[src/rtl/encrypt_sched.sv]
// Packet-locked round-robin scheduler feeding one shared byte-encryption datapath.
// Each channel keeps its own rotating 24-bit key; returning results are tagged via a small FIFO.
module encrypt_sched #(
  parameter int          NUM_CH         = 4,
  parameter logic [23:0] KEY_INIT       = 24'hA5_3C_0F,
  parameter int          MAX_BEATS      = 64,
  parameter bit          RESYNC_ON_LAST = 1'b1,
  parameter int          TAG_DEPTH      = 4
) (
  input  logic                clk,
  input  logic                rst,
  input  logic [NUM_CH-1:0]   req_valid,
  input  logic [8*NUM_CH-1:0] req_data,
  input  logic [NUM_CH-1:0]   req_last,
  output logic [NUM_CH-1:0]   req_ready,
  input  logic                cfg_we,
  input  logic [2:0]          cfg_ch,
  input  logic [23:0]         cfg_key,
  output logic                ee_en,
  output logic [7:0]          ee_din,
  output logic [7:0]          ee_k1,
  output logic [7:0]          ee_k2,
  output logic [7:0]          ee_k3,
  input  logic                ee_v,
  output logic [2:0]          out_ch,
  output logic                busy,
  output logic                err_overrun,
  output logic                err_tag
);

  localparam int BW = $clog2(MAX_BEATS);
  localparam int AW = $clog2(TAG_DEPTH);
  localparam logic [BW-1:0] LAST_BEAT = BW'(MAX_BEATS - 1);
  localparam logic [AW:0]   FULL_CNT  = (AW + 1)'(TAG_DEPTH);

  typedef enum logic [1:0] {IDLE, BURST, RELEASE} state_t;

  state_t        state, state_next;
  logic [2:0]    grant, rr_ptr, arb_idx;
  logic [3:0]    cand;
  logic          arb_found;
  logic [BW-1:0] beat_cnt;
  logic [7:0]    valid_ext, last_ext;
  logic [7:0]    data_ch [8];
  logic [23:0]   key_q [8];
  logic [23:0]   ee_key;
  logic          accept, overrun, pkt_end;

  logic [2:0]    tag_mem [TAG_DEPTH];
  logic [AW-1:0] wr_ptr, rd_ptr;
  logic [AW:0]   tag_cnt;
  logic          fifo_full, fifo_empty, push, pop;

  // Widen the per-channel inputs to 8 entries so a 3-bit grant indexes them exactly.
  always_comb begin
    valid_ext = 8'(req_valid);
    last_ext  = 8'(req_last);
    for (int i = 0; i < 8; i++) data_ch[i] = 8'h00;
    for (int i = 0; i < NUM_CH; i++) data_ch[i] = req_data[8*i +: 8];
  end

  // First valid channel after rr_ptr, with wrap.
  always_comb begin
    arb_found = 1'b0;
    arb_idx   = '0;
    cand      = '0;
    for (int i = 1; i <= NUM_CH; i++) begin
      cand = {1'b0, rr_ptr} + 4'(i);
      if (cand >= 4'(NUM_CH)) cand = cand - 4'(NUM_CH);
      if (!arb_found && valid_ext[cand[2:0]]) begin
        arb_found = 1'b1;
        arb_idx   = cand[2:0];
      end
    end
  end

  assign fifo_full  = (tag_cnt == FULL_CNT);
  assign fifo_empty = (tag_cnt == '0);
  assign accept     = (state == BURST) && valid_ext[grant] && !fifo_full;
  assign overrun    = accept && !last_ext[grant] && (beat_cnt == LAST_BEAT);
  assign pkt_end    = accept && (last_ext[grant] || overrun);
  assign push       = accept;
  assign pop        = ee_v && !fifo_empty;

  // NOTE: every variable of this block gets a default first, so no path can infer a latch.
  always_comb begin
    state_next = state;
    req_ready  = '0;
    unique case (state)
      IDLE:    if (arb_found) state_next = BURST;
      BURST: begin
        req_ready = fifo_full ? '0 : (NUM_CH'(1) << grant);
        if (pkt_end) state_next = RELEASE;
      end
      RELEASE: state_next = IDLE;
      default: state_next = IDLE;
    endcase
  end

  assign busy        = (state != IDLE);
  assign err_overrun = overrun;
  assign err_tag     = (ee_v && fifo_empty) || (push && fifo_full);
  assign out_ch      = fifo_empty ? 3'd0 : tag_mem[rd_ptr];
  assign {ee_k1, ee_k2, ee_k3} = ee_key;

  // NOTE: flops use non-blocking assignments so every register samples pre-edge values.
  always_ff @(posedge clk or negedge rst) begin
    if (!rst) state <= IDLE;
    else      state <= state_next;
  end

  always_ff @(posedge clk or negedge rst) begin
    if (!rst) begin
      grant    <= '0;
      rr_ptr   <= 3'(NUM_CH - 1);
      beat_cnt <= '0;
    end else begin
      unique case (state)
        IDLE: if (arb_found) begin
          grant    <= arb_idx;
          beat_cnt <= '0;
        end
        BURST:   if (accept) beat_cnt <= beat_cnt + 1'b1;
        RELEASE: begin
          rr_ptr <= grant;
          grant  <= '0;
        end
        default: ;
      endcase
    end
  end

  // Issue stage: byte and pre-rotation key, held while idle.
  always_ff @(posedge clk or negedge rst) begin
    if (!rst) begin
      ee_en  <= 1'b0;
      ee_din <= '0;
      ee_key <= '0;
    end else begin
      ee_en <= accept;
      if (accept) begin
        ee_din <= data_ch[grant];
        ee_key <= key_q[grant];
      end
    end
  end

  // Configuration writes win over a same-cycle rotation of the same channel.
  always_ff @(posedge clk or negedge rst) begin
    if (!rst) begin
      for (int i = 0; i < 8; i++) key_q[i] <= KEY_INIT;
    end else begin
      for (int i = 0; i < NUM_CH; i++) begin
        if (cfg_we && cfg_ch == 3'(i))
          key_q[i] <= cfg_key;
        else if (accept && grant == 3'(i))
          key_q[i] <= (pkt_end && RESYNC_ON_LAST) ? KEY_INIT
                                                  : {key_q[i][15:0], key_q[i][23:16]};
      end
    end
  end

  always_ff @(posedge clk or negedge rst) begin
    if (!rst) begin
      wr_ptr  <= '0;
      rd_ptr  <= '0;
      tag_cnt <= '0;
    end else begin
      if (push) wr_ptr <= wr_ptr + 1'b1;
      if (pop)  rd_ptr <= rd_ptr + 1'b1;
      unique case ({push, pop})
        2'b10:   tag_cnt <= tag_cnt + 1'b1;
        2'b01:   tag_cnt <= tag_cnt - 1'b1;
        default: ;
      endcase
    end
  end

  // NOTE: tag storage is not reset; the pointers and count alone decide which entries are valid.
  always_ff @(posedge clk) begin
    if (push) tag_mem[wr_ptr] <= grant;
  end

endmodule

[config.mk]
export PLATFORM = sky130hd
export DESIGN_NAME = encrypt_sched
export DESIGN_NICKNAME = d
export VERILOG_FILES = /design/src/rtl/encrypt_sched.sv
export SDC_FILE = /design/constraint.sdc
export NUM_CORES = 1
export LEC_CHECK = 0
export ABC_AREA = 1
export CAP_MARGIN = 20
export CORE_MARGIN = 5
export CORE_UTILIZATION = 55
export CTS_BUF_LIST = sky130_fd_sc_hd__clkbuf_4
export CTS_CLUSTER_DIAMETER = 40
export DETAILED_ROUTE_END_ITERATION = 8
export DONT_BUFFER_PORTS = 1
export PLACE_DENSITY = 0.68
export SETUP_SLACK_MARGIN = 0.1
export SLEW_MARGIN = 10
export SYNTH_ARGS = -nofsm -noshare
export SYNTH_HDL_FRONTEND = slang
export SYNTH_SLANG_ARGS = --single-unit
[constraint.sdc]
create_clock -name clk -period 3.3 [get_ports clk]
set_input_delay 0.165 -clock clk [delete_from_list [all_inputs] [get_ports clk]]
set_output_delay 0.165 -clock clk [all_outputs]
set_load 0.01 [all_outputs]
==> results by group <==
Floorplan
  – Die width: 140 um
  – Row count: 47
  – IO Count: 114
  – Core area: 16,500 um2
  – Initial cell density of the core: 55.9%
  – Die area: 19,500 um2
  – Die Span Y: 140 um

Critical path
  – Bufs and invs on worst path: 3
  – Worst path cell trace: inv_2, nor2_8, nand2_2, nand4_4, nand2_2, buf_4, nor3b_1, buf_4
  – Worst Setup EP: err_overrun
  – Slowest cell on crit path: dfrtp_2
  – Number of cells on the critical path: 8
  – R2R depth: 10
  – Crit path from: grant[1]
  – Critical path required time: 3.13 ns
  – Worst r2r dst: key_q[169]
  – R2R Setup Slk: 0.72 ns
  – RR Startpoint: grant[1]
  – Critical Path AT: 2.73 ns
  – Critical Path Fanout Max: 18
  – CP Launch Type: flop
  – CP Class: flop to output pin
  – CP endpoint kind: output pin
  – Max stage delay on crit path: 0.61 ns
  – Top delay family on crit path: simple AND/OR/NAND/NOR gates

Detailed routing
  – WL final: 27,600 um
  – DRT antenna net count: 0
  – DRC Markers: 0
  – WL per Instance: 17.8 um
  – Vias per inst: 5.51
  – DR pass1 iterations: 5
  – Iter 0 DRT Violations: 685
  – Vias after detailed routing: 8,583

Timing
  – RSZ-0062 raised after global routing: false
  – Fmax: 346 MHz
  – Final setup viols: 0
  – Slew headroom: 36.1%
  – Least-Margin Pin Slew: 0.957 ns
  – Hold slack: -0.729 ns
  – Hold Vio Cnt, Final: 150
  – Post-route clock skew: 0.0186 ns
  – Final Critical Period: 2.89 ns
  – Final Slew Violations: 0
  – Sum of negative setup slack: 0 ns
  – Tcrit/Tclk final: 87.6%

Logic synthesis
  – Warnings, synthesis: 96
  – Syn nets: 1,386
  – XOR/XNOR Fraction of Synth Area: 0.663%
  – Post-synthesis simple-gate area fraction: 37.8%
  – Seq cells post-synth: 162
  – Syn avg cell area: 7.08 um2
  – Multiplexer share of the synthesized area: 0%
  – Post-Syn Area: 9240 um2
  – Largest family of logic cells by synthesized area: simple AND/OR/NAND/NOR gates
  – Cells after Synth: 1,306
  – Synthesized-area fraction occupied by adder cells: 1.30%
  – Sequential-to-total area share from yosys stat: 45.2%
  – Synth cell types: 38
  – Compound-Gate Fraction of Synth Area: 5.75%

Power and ir drop
  – Worst vdd ir: 0.562 mV
  – Power Dens Cells: 973 nW/um2
  – Switch share: 47.0%
  – Leakage: 5.20 nW
  – Clock network power share: 13.0%
  – Gate power share: 46.7%
  – Psw: 4.61 mW
  – Cell-internal power: 5.19 mW
  – Share of power burned in registers: 40.4%

Layout
  – Fin util: 61.0%
  – Register area: 4180 um2
  – Layout cell share with drive strength beyond 1: 9.75%
  – Layout Area Growth over Synthesis: 8.96%
  – Nets@finish: 1,400
  – # fillers: 1,599
  – Footprint of the multi-input gates: 4210 um2
  – Most frequent cells in the layout: 523 x nand2_1, 176 x nor2_1, 126 x inv_1, 98 x dfrtp_1, 52 x nand4_1
  – Commonest non-fill, non-tap cell in the layout: nand2_1
  – Non-Filler Instances: 1,557

CTS
  – Postcts setup bufs: 0
  – Cts hold-fix bufs: 42
  – Root Driver: clkbuf_4
  – Max clock buf depth: 2
  – Clock buffer count from CTS: 17
  – Sink Count: 162
  – Max H-tree Level: 4
  – Worst-skew pair later-pin latency: 0.58 ns
  – Clk pin slew, worst setup/hold paths: 0.14 ns
  – CTS tree: built

Run status
  – Failing checks: hold timing
  – Status: finished, violations left

Global route
  – Vias in the first global route: 8,140
  – Global route overflow: 0
  – Initial antenna violation count: 5
  – First-pass GRT wire length: 44,500 um
  – Largest net degree at the start of global routing: 151
  – Gr usage total: 28.5%

Placed design
  – HPWL Detailed: 18,400 um
  – Port bufs: 0
  – GPL Wtd Cong: 0.867
  – Dpl cells: 1,479

Hold path
  – HP Class: input port to asynchronous set/reset pin

Run
  – Max-cap viol count: 0
[synth_stat cells]
cell type / number / area (um2)
dfstp_2: 50 / 1310
a22oi_1: 2 / 15.0
buf_2: 26 / 130
nand2_1: 523 / 1960
inv_4: 2 / 12.5
nand4_1: 52 / 325
nor2_8: 3 / 60.1
buf_1: 8 / 30.0
buf_6: 6 / 67.6
o21ai_1: 4 / 20.0
nor3_1: 7 / 35.0
o2111ai_1: 18 / 158
a21oi_1: 16 / 80.1
nand2_2: 8 / 50.1
nand2_4: 2 / 22.5
inv_1: 126 / 473
nor3_4: 1 / 16.3
or2_2: 2 / 12.5
edfxtp_1: 12 / 360
nor2_1: 176 / 661
nor3b_1: 3 / 22.5
nor4_1: 1 / 6.26
clkinv_1: 4 / 15.0
o21bai_1: 2 / 15.0
xnor2_1: 1 / 8.76
nand4_4: 1 / 21.3
clkbuf_1: 24 / 90.1
nand3_1: 51 / 255
a31o_2: 1 / 8.76
buf_4: 2 / 15.0
xor2_1: 6 / 52.6
fa_1: 1 / 20.0
dfrtp_1: 100 / 2500
nand3_2: 3 / 30.0
nand3_4: 1 / 17.5
o21ai_0: 47 / 235
inv_2: 6 / 22.5
ha_1: 8 / 100
[registers in the layout (all words and copies together) (netlist names)]
name and count:
key_q 96, ee_key 24, tag_mem 12, ee_din 8
beat_cnt 6, grant 3, rr_ptr 3, tag_cnt 3
rd_ptr 2, state 2, wr_ptr 2, ee_en 1
[per-stage QoR]
step	power, mW	instance area [um2]	hold slack (ns)	worst slack, ns
6_report	9.80	10100	-0.729	0.410
5_1_grt	10.6	10100	-0.769	0.234
4_1_cts	9.76	10100	-0.759	0.172
3_5_place_dp	8.36	9340	-0.123	0.560
3_3_place_gp	8.27	9340	-0.123	0.672
2_1_floorplan	7.14	9240	-0.131	0.792
[layer usage]
metal	vias to the layer above	GRT usage [%]	share of wire (%)
met1	4044	39.6	43
met5	-	0	0.025
met3	68	6.21	8.0
met4	2	9.84	2.7
met2	356	44.6	46
li1	4113	-	-
[power by group through the flow]
stage	Combinational, mW	Clock [mW]	Sequential [mW]
6_report	4.58	1.27	3.96
5_1_grt	5.15	1.38	4.08
4_1_cts	4.52	1.29	3.95
3_5_place_dp	4.38	0	3.98
3_3_place_gp	4.30	0	3.96
2_1_floorplan	3.47	0	3.67
[how the worst min path moves through the flow]
| stage | to | slack [ns] | cells past startpoint |
|---|---|---|---|
| after detailed placement | key_q[163] | -0.12 | 0 |
| after floorplan | beat_cnt[0] | -0.13 | 0 |
| after global routing | key_q[176] | -0.77 | 0 |
| after CTS | key_q[128] | -0.76 | 0 |
| final | key_q[176] | -0.73 | 0 |
| after global placement | key_q[163] | -0.12 | 0 |
[area by class of cell]
cell class / instances / share of cell area (%)
Antenna cell: 4 / 0.0994
Clock buffer: 18 / 1.34
Clock inverter: 14 / 1.61
Inverter: 138 / 5.19
Timing Repair Buffer: 61 / 5.71
Multi-Input combinational cell: 940 / 41.8
Sequential cell: 162 / 41.5
Tap cell: 220 / 2.73
[timing repair]
item / 4_1_cts / 5_1_grt
endpoints found under the hold margin: 256 / 150
resized for setup: 0 / 2
endpoints found under the setup margin: 0 / 1
[cells by family after synthesis]
| group | after synthesis |
|---|---|
| AND/OR/NAND/NOR | 834 |
| AO/OA/AOI/OAI | 90 |
| XOR/XNOR | 7 |
| adder cells (fa/ha/maj) | 9 |
| flip-flops | 162 |
| buffers and inverters | 204 |
No activity file was read; power rests on OpenSTA's default activity.
